## src/rtl/find_my_best_pkg.sv

```systemverilog
// Node-memory geometry shared by the neighbour-selection pipeline stages.
// Word/address widths, table depth and the neighbour-table address map.
package find_my_best_pkg;

  localparam int NODE_WORD_W  = 16;
  localparam int NODE_ADDR_W  = 11;
  localparam int NODE_MAX_NBR = 64;

  localparam logic [10:0] NODE_NBR_CNT_ADDR = 11'h68A;
  localparam logic [10:0] NODE_NBR_ID_BASE  = 11'h048;
  localparam logic [10:0] NODE_QVAL_BASE    = 11'h1C8;

  localparam logic [15:0] NO_NEIGHBOR_ID = 16'hFFFF;

endpackage

```

## src/rtl/find_my_best.sv

```systemverilog
// Scans the neighbour table in node memory and publishes the entry with the
// highest Q-value (lowest index wins ties), then raises done_findMyBest.
module find_my_best
  import find_my_best_pkg::*;
#(
  parameter int                WORD_W       = NODE_WORD_W,
  parameter int                ADDR_W       = NODE_ADDR_W,
  parameter int                MAX_NBR      = NODE_MAX_NBR,
  parameter logic [ADDR_W-1:0] NBR_CNT_ADDR = ADDR_W'(NODE_NBR_CNT_ADDR),
  parameter logic [ADDR_W-1:0] NBR_ID_BASE  = ADDR_W'(NODE_NBR_ID_BASE),
  parameter logic [ADDR_W-1:0] QVAL_BASE    = ADDR_W'(NODE_QVAL_BASE)
) (
  input  logic              clock,
  input  logic              rst,
  input  logic              en,
  input  logic              start,
  input  logic [WORD_W-1:0] mem_data_out,
  output logic [ADDR_W-1:0] address,
  output logic              wr_en,
  output logic [WORD_W-1:0] mem_data_in,
  output logic [WORD_W-1:0] mybest,
  output logic [WORD_W-1:0] bestneighborID,
  output logic [WORD_W-1:0] besthop,
  output logic              done_findMyBest
);

  localparam int IDX_W = 7;

  typedef enum logic [2:0] {
    S_IDLE, S_RD_CNT, S_LD_CNT, S_RD_Q, S_LD_Q, S_RD_ID, S_LD_ID, S_DONE
  } state_t;

  state_t             state_r;
  logic [IDX_W-1:0]   idx_r;
  logic [IDX_W-1:0]   cnt_r;
  logic [WORD_W-1:0]  q_r;
  logic [IDX_W-1:0]   clamp_cnt_s;
  logic [IDX_W-1:0]   idx_next_s;
  logic               better_s;

  function automatic logic [ADDR_W-1:0] entry_addr(input logic [ADDR_W-1:0] base,
                                                   input logic [IDX_W-1:0]  idx);
    return base + ADDR_W'({idx, 1'b0});
  endfunction

  assign wr_en       = 1'b0;
  assign mem_data_in = {WORD_W{1'b0}};

  // Count clamp, next index and the strictly-greater comparator.
  always_comb begin
    idx_next_s = idx_r + 7'd1;
    if (mem_data_out > WORD_W'(MAX_NBR)) begin
      clamp_cnt_s = IDX_W'(MAX_NBR);
    end else begin
      clamp_cnt_s = mem_data_out[IDX_W-1:0];
    end
    better_s = (q_r > mybest) || (idx_r == 7'd0);
  end

  // Scan FSM; each address is registered on entry to its RD_* state so the
  // synchronous read data is ready in the following LD_* state.
  always_ff @(posedge clock) begin
    if (rst) begin
      state_r         <= S_IDLE;
      address         <= {ADDR_W{1'b0}};
      mybest          <= {WORD_W{1'b0}};
      bestneighborID  <= NO_NEIGHBOR_ID;
      besthop         <= {WORD_W{1'b0}};
      done_findMyBest <= 1'b0;
      idx_r           <= 7'd0;
      cnt_r           <= 7'd0;
      q_r             <= {WORD_W{1'b0}};
    end else if (en) begin
      case (state_r)
        S_IDLE: begin
          if (start) begin
            address <= NBR_CNT_ADDR;
            state_r <= S_RD_CNT;
          end
        end
        S_RD_CNT: state_r <= S_LD_CNT;
        S_LD_CNT: begin
          cnt_r          <= clamp_cnt_s;
          idx_r          <= 7'd0;
          mybest         <= {WORD_W{1'b0}};
          bestneighborID <= NO_NEIGHBOR_ID;
          besthop        <= {WORD_W{1'b0}};
          if (clamp_cnt_s == 7'd0) begin
            state_r <= S_DONE;
          end else begin
            address <= entry_addr(QVAL_BASE, 7'd0);
            state_r <= S_RD_Q;
          end
        end
        S_RD_Q: state_r <= S_LD_Q;
        S_LD_Q: begin
          q_r     <= mem_data_out;
          address <= entry_addr(NBR_ID_BASE, idx_r);
          state_r <= S_RD_ID;
        end
        S_RD_ID: state_r <= S_LD_ID;
        S_LD_ID: begin
          if (better_s) begin
            mybest         <= q_r;
            bestneighborID <= mem_data_out;
            besthop        <= WORD_W'(idx_r);
          end
          idx_r <= idx_next_s;
          if (idx_next_s == cnt_r) begin
            state_r <= S_DONE;
          end else begin
            address <= entry_addr(QVAL_BASE, idx_next_s);
            state_r <= S_RD_Q;
          end
        end
        S_DONE: begin
          if (start) begin
            done_findMyBest <= 1'b0;
            address         <= NBR_CNT_ADDR;
            state_r         <= S_RD_CNT;
          end else begin
            done_findMyBest <= 1'b1;
          end
        end
        default: state_r <= S_IDLE;
      endcase
    end
  end

endmodule

```

## config.mk

```make
export PLATFORM = sky130hd
export DESIGN_NAME = find_my_best
export DESIGN_NICKNAME = d
export VERILOG_FILES = /design/src/rtl/find_my_best_pkg.sv /design/src/rtl/find_my_best.sv
export SDC_FILE = /design/constraint.sdc
export NUM_CORES = 1
export LEC_CHECK = 0
export CORE_MARGIN = 2
export CORE_UTILIZATION = 51
export CTS_CLUSTER_DIAMETER = 30
export DETAILED_ROUTE_END_ITERATION = 8
export GPL_TIMING_DRIVEN = 0
export PLACE_DENSITY = 0.83
export SETUP_SLACK_MARGIN = 0.1
export SYNTH_ARGS = -nofsm -noshare
export SYNTH_HDL_FRONTEND = slang
export SYNTH_SLANG_ARGS = --single-unit
```

## constraint.sdc

```tcl
create_clock -name clock -period 2.6 [get_ports clock]
set_input_delay 0.52 -clock clock [delete_from_list [all_inputs] [get_ports clock]]
set_output_delay 0.52 -clock clock [all_outputs]
set_load 0.05 [all_outputs]
```

---- Yosys cells after proc, flatten, opt, wreduce, memory -nomap -nowiden ----
Index checks and enable logic that the tools add are counted.
word-level totals
  output and inout port bits .............. 77
  bits of input ports ..................... 20
  bits in registers ....................... 93
  logic and storage cells ................. 57
operators by class
  multiplexer cells ....................... 17
  equal/unequal tests ..................... 12
  add/sub/neg operators ................... 3
  reductions and logical operators ........ 14
  magnitude comparators ................... 2
operators with widths
  cell                                                            number
  one-hot mux 16 bit (2 select lines)                             3
  2-to-1 mux 16 bit                                               3
  one-hot mux 11 bit (4 select lines)                             1
  2-to-1 mux 11 bit                                               3
  one-hot mux 3 bit (7 select lines)                              1
  greater-than comparator 16 bit                                  1
  greater-than comparator 16 x 7 -> 1 bit, second input constant  1
  logical NOT 7 bit                                               2
  one-hot mux 7 bit (2 select lines)                              1
  equality test 3 bit, second input constant                      4
  adder 9 x 8 -> 10 bit, first input constant                     1
  AND reduction 2 bit                                             5
  adder 7 x 8 -> 9 bit, first input constant                      1
  2-to-1 mux 3 bit                                                3
  adder 7 x 1 -> 7 bit, second input constant                     1
  equality test 7 bit                                             1
  2-to-1 mux 7 bit                                                1
  equality test 3 x 2 -> 1 bit, second input constant             2
  inequality test 2 bit, second input constant                    3
  AND reduction 5 bit                                             1
  nonzero test 4 bit                                              1
  equality test 3 x 1 -> 1 bit, second input constant             1
  logical NOT 3 bit                                               1
  AND reduction 3 bit                                             1
  other kinds (5)                                                 5

---- Depth between registers and ports, before layout ----
Gate-level depths: netlist of run 1.
  depth after elaboration ................. 5
  mapped depth ............................ 11

---- Least setup slack after synthesis of run 1 ----
OpenSTA, ideal clock, no wires.
  path kind ............................... flip-flop to flip-flop
  start ................................... reg mybest[15]
  end ..................................... reg besthop[0]
  arrival ................................. 2462 ps
  path slack .............................. 67 ps
  period minus slack after synthesis ...... 2533 ps
  data required time ...................... 2530 ps
  stages on the path, launching flop included .. 11
  path through ............................ dfxtp_1 > inv_1 > ha_1 > nand4_1 > nor3_1 > a21boi_0 > or4_1 > buf_2 > buf_1 > nand3_1 > a21oi_1
on the way
  cells in the longest elaborated chain, start to end .. 4
RTL lines
  what                                    RTL line             RTL
  start: declaration                      find_my_best.sv:21   output logic [WORD_W-1:0] mybest,
  start signal: assignment                find_my_best.sv:66   mybest <= {WORD_W{1'b0}};
  start signal: assignment                find_my_best.sv:85   mybest <= {WORD_W{1'b0}};
  start signal: assignment                find_my_best.sv:104  mybest <= q_r;
  greater-than comparator 16 bit          find_my_best.sv:57   better_s = (q_r > mybest) || (idx_r == 7'd0);
  logical OR 1 bit                        find_my_best.sv:57
  inequality test 2 bit (no source line)  --
  AND reduction 3 bit (no source line)    --
  end signal: assignment                  find_my_best.sv:68   besthop <= {WORD_W{1'b0}};
  end signal: assignment                  find_my_best.sv:87   besthop <= {WORD_W{1'b0}};
  end signal: assignment                  find_my_best.sv:106  besthop <= WORD_W'(idx_r);
  end: declaration                        find_my_best.sv:23   output logic [WORD_W-1:0] besthop,
No other way between the ends.
A chain may end at the register's enable or synchronous reset.

---- Worst setup path in the final report of run 1 ----
  start ................................... in mem_data_out[14]
  end ..................................... reg address[9]
on the way
  cells in the longest elaborated chain, start to end .. 5
RTL lines
  what                                     RTL line            RTL
  start: declaration                       find_my_best.sv:17  input logic [WORD_W-1:0] mem_data_out,
  greater-than comparator 16 x 7 -> 1 bit  find_my_best.sv:52  if (mem_data_out > WORD_W'(MAX_NBR)) begin
  2-to-1 mux 7 bit                         find_my_best.sv:52
  logical NOT 7 bit                        find_my_best.sv:88  if (clamp_cnt_s == 7'd0) begin
  inequality test 2 bit (no source line)   --
  AND reduction 5 bit (no source line)     --
  end signal: assignment                   find_my_best.sv:65  address <= {ADDR_W{1'b0}};
  end signal: assignment                   find_my_best.sv:91  address <= entry_addr(QVAL_BASE, 7'd0);
  end signal: assignment                   find_my_best.sv:98  address <= entry_addr(NBR_ID_BASE, idx_r);
  end: declaration                         find_my_best.sv:18  output logic [ADDR_W-1:0] address,
No other way between the ends.

==> metrics.md, run 1 <==
| Metric | Value |
|---|---|
| Slew Viols, Final | 0 |
| PwrDens | roughly 440 nW/µm² |
| Critical path fanouts, max | 10 |
| Ys async rst share | 0% |
| CTS Hold Buffers Added | 0 |
| GR Util All Layers | about 25% |
| Status | finished clean |
| Wire length on met2 | ~6.3 mm |
| Post-route setup TNS | 0 ps |
| Critical Path AT | 2650 ps |
| H-tree depth reported by CTS | 3 |
| Crit path max-delay cell type | clkdlybuf4s50_1 |
| Cell count of the worst reg-to-reg path | 10 |
| Post-DP Area | roughly 5400 µm² |
| CP peak stage delay | between 400 and 500 ps |
| Max Clock Freq | about 410 MHz |
| Core area | roughly 8600 µm² |
| Clock Latency Late Sink | roughly 360 ps |
| Final hold violations | 0 |
| Critical path endpoint category | flop |
| DPL Wire Length | around 9.1 mm |
| Max Cap Viol | 0 |
| Worst EP required | about 2800 ps |
| Vias in the first global route | approximately 4.2k |
| HP Class | reg2reg |
| Largest net degree at the start of global routing | 16 |
| Die Width | roughly 98 µm |
| Skew final | 13.1 ps |
| GRT Residual Overflow | 0 |
| Top FF cell, synth | dfxtp_1 |
| R2r startpoint | idx_r[3] |
| First-pass GRT wire length | 20.0 mm |
| Iter 0 DRT Violations | between 300 and 400 |
| Sw Pwr | approximately 0.00072 W |
| Sequential Power Share | around half |
| GP Congestion | ~0.95 |
| Die ar. | between 9000 and 10000 µm² |
| Vias/cell | roughly 5.6 |
| Sequential area share after synthesis | between 30% and 40% |
| Place WS | -614 ps |
| Top Ports | slightly below 100 |
| Clock transition at the registers of the reported paths | ~90 ps |
| Rel. slew slack | 55.8% |
| Hold Path Stages | 2 |
| Final wirelength | 12.6 mm |
| Slew @ Worst Pin | around 660 ps |
| Synth-to-layout area growth | 30.6% |
| Combinational share of power | 12.6% |
| ANT nets after route | 0 |
| Final Instance Count excl. Fillers | between 700 and 800 |
| Vias | 4413 |
| Netlist cell types | 54 |
| Setup crit start kind | input pin |
| Clock power frac | a little under two fifths |
| DRC viols | 0 |
| Reg2Reg Setup Slack | ~190 ps |
| Placed Instances | between 700 and 800 |
| Int Pwr | 0.00187 W |
| Top sig layer | met4 |
| Clock sink count | 83 |
| Synthesized area per cell | about 8 µm² |
| Root Buffer Master | clkbuf_8 |
| Mapped cell area | 4490 µm² |
| Syn Inst Count | 555 |
| WL met3 | slightly above 800 µm |
| Initial antenna violation count | 0 |
| Min Tclk post-route | ~2400 ps |
| CTS tree | done |
| Final #Nets | 712 |
| Min-Delay Startpoint | q_r[0] |
| Layout cells sized above 1 | between 10% and 20% |
| Final period util | between 90% and 100% |
| Die Ht | between 90 and 100 µm |
| Site Rows | 34 |
| Worst Hold Endpoint | q_r[0] |
| Per-cell routed wire length | ~16 µm |
| TritonRoute pass-1 iters | 6 |
| Worst vdd ir | 289 µV |
| Design area | ~5900 µm² |
| Yosys top cell by area | dfxtp_1 |
| Synth area leaders | dfxtp_1 37%, nor2_1 6.1%, ha_1 5.8% |
| Overall power | 0.00259 W |
| Crit-path cells | clkdlybuf4s50_1 -> nor4_1 -> nand4b_1 -> o311ai_2 -> a21oi_4 -> buf_6 -> nor2_1 -> a211oi_2 |
| Final setup vio count | 0 |
| Worst Setup Path Type | in2reg |
| Initial core utilization | between 50% and 60% |
| Top Family by Delay on Critical Path | simple AND/OR/NAND/NOR gates |
| Fillers | just over 700 |
| Yosys warning count | 0 |
| Post-synthesis register bit count | 83 |
| CP bufs+invs | 2 |
| Final Worst Setup Slack | around 180 ps |
| Leakage | 2.36 nW |
| RSZ-0062 raised after global routing | yes |
| Post-synth EDFFs | 0 |
| Met1 WL | between 5 and 6 mm |
| Longest Clk Path Bufs | 2 |
| Antenna diode count | 0 |
| Port bufs | 68 |
| Net Sw Frac | between 20% and 30% |
| Top cell type's share of synthesized area | between 30% and 40% |
| Cts bufs inserted | 9 |
| FF-to-FF End | mybest[14] |
==> synthesized netlist by cell type (5+ instances only) <==
master    instances
a31o_2            5
nand2_1          51
and2_1            5
a21oi_1          49
mux2i_1          22
ha_1             21
a22oi_1          11
o21ai_0          27
nor3_1            8
nor2_1           73
nand3_1          31
inv_1            24
o211ai_1          6
buf_2             7
buf_4            27
xnor2_1           8
clkbuf_1         27
xor2_1            6
dfxtp_1          83
==> per-layer routing <==
metal,vias up,track usage (%)
met5,-,0
met4,0,10.9
met2,195,44.8
li1,2093,-
met3,58,5.51
met1,2067,29.9
==> worst register-to-register path: stages (launching register included) <==
cell and delay [ps]:
dfxtp_1 340, buf_4 160, inv_1 90, ha_1 240, a31oi_4 200, o211ai_1 190, buf_4 200, nor4_4 330
clkbuf_4 300, nor3_1 70, a31o_2 210
==> final cells by class <==
cell class / instances / area, µm² / share of cell area, %
Timing Repair Buffer: 80 / 771 / 13.1
Tap cell: 108 / 135 / 2.30
Multi-Input combinational cell: 410 / 2590 / 44.2
Inverter: 24 / 90.1 / 1.54
Sequential cell: 83 / 1670 / 28.5
Clock inverter: 6 / 70.1 / 1.19
Buffer: 63 / 394 / 6.72
Clock buffer: 10 / 138 / 2.35
==> sequential cells by signal, summed over array words and instances (netlist names) <==
name / count
besthop: 7
mybest: 16
idx_r: 7
q_r: 16
done_findMyBest: 1
address: 10
bestneighborID: 16
state_r: 3
cnt_r: 7
==> placed cells by master, fill, tap and decap left out, types with 20 or more instances in the layout <==
master | netlist | layout
inv_1 | 24 | 24
nand3_1 | 31 | 30
a21oi_1 | 49 | 49
nand2_1 | 51 | 51
clkdlybuf4s50_1 | 0 | 68
clkbuf_1 | 27 | 21
ha_1 | 21 | 20
conb_1 | 1 | 27
o21ai_0 | 27 | 27
nor2_1 | 73 | 73
buf_4 | 27 | 41
dfxtp_1 | 83 | 76
mux2i_1 | 22 | 22
==> how the worst max path moves through the flow <==
| stage | start | end | cells after the start |
|---|---|---|---|
| 6_report | mem_data_out[14] | address[9] | 8 |
| 3_5_place_dp | idx_r[0] | mybest[14] | 9 |
| 2_1_floorplan | mybest[9] | mybest[14] | 9 |
| 5_1_grt | en | besthop[3] | 7 |
| 3_3_place_gp | idx_r[0] | mybest[14] | 9 |
| 4_1_cts | idx_r[0] | address[9] | 10 |
==> stage by stage <==
stage | hold WS, ps | util (%)
floorplan | 436 | -
global placement | 443 | 62.7
detailed placement | 461 | 62.7
CTS | 473 | 66.2
global route | 497 | 67.9
finish | 475 | 67.9
==> power by group through the flow <==
| stage | registers, W | clock network (W) | logic (W) |
|---|---|---|---|
| after floorplan | 0.00135 | 0 | 0.000199 |
| after global placement | 0.00132 | 0 | 0.000307 |
| after detailed placement | 0.00132 | 0 | 0.000310 |
| after CTS | 0.00129 | 0.000987 | 0.000314 |
| after global routing | 0.00129 | 0.00103 | 0.000341 |
| final | 0.00129 | 0.000976 | 0.000325 |
==> timing repair <==
item                                    in CTS  in global routing
pin swaps                                    3                  5
setup buffers                                1                 11
gates resized for setup                     23                 23
endpoints found under the setup margin      49                 53
endpoints found under the hold margin        0                  0
==> kinds of logic after synthesis <==
kind of cell / count (synthesis) / synth area share, %
other: 1 / 0.0835
AOI/OAI and AO/OA: 125 / 17.3
xor gates and xnor gates: 18 / 4.76
DFF: 83 / 37.0
adders and majority gates: 21 / 5.85
and+or+nand+nor: 197 / 19.9
muxes: 22 / 4.90
buffers and inverters: 88 / 10.1
Note: power is estimated with default switching activity, not from simulation.
==> run 2: changes to the inputs <==
--- a/config.mk
+++ b/config.mk
@@ -7,7 +7,7 @@
 export LEC_CHECK = 0
 export CORE_MARGIN = 2
 export CORE_UTILIZATION = 51
-export CTS_CLUSTER_DIAMETER = 30
+export CTS_CLUSTER_DIAMETER = 150
 export DETAILED_ROUTE_END_ITERATION = 8
 export GPL_TIMING_DRIVEN = 0
 export PLACE_DENSITY = 0.83
==> results of run 2 <==
The final DEF is identical to that of run 1; final timing and power are the same.
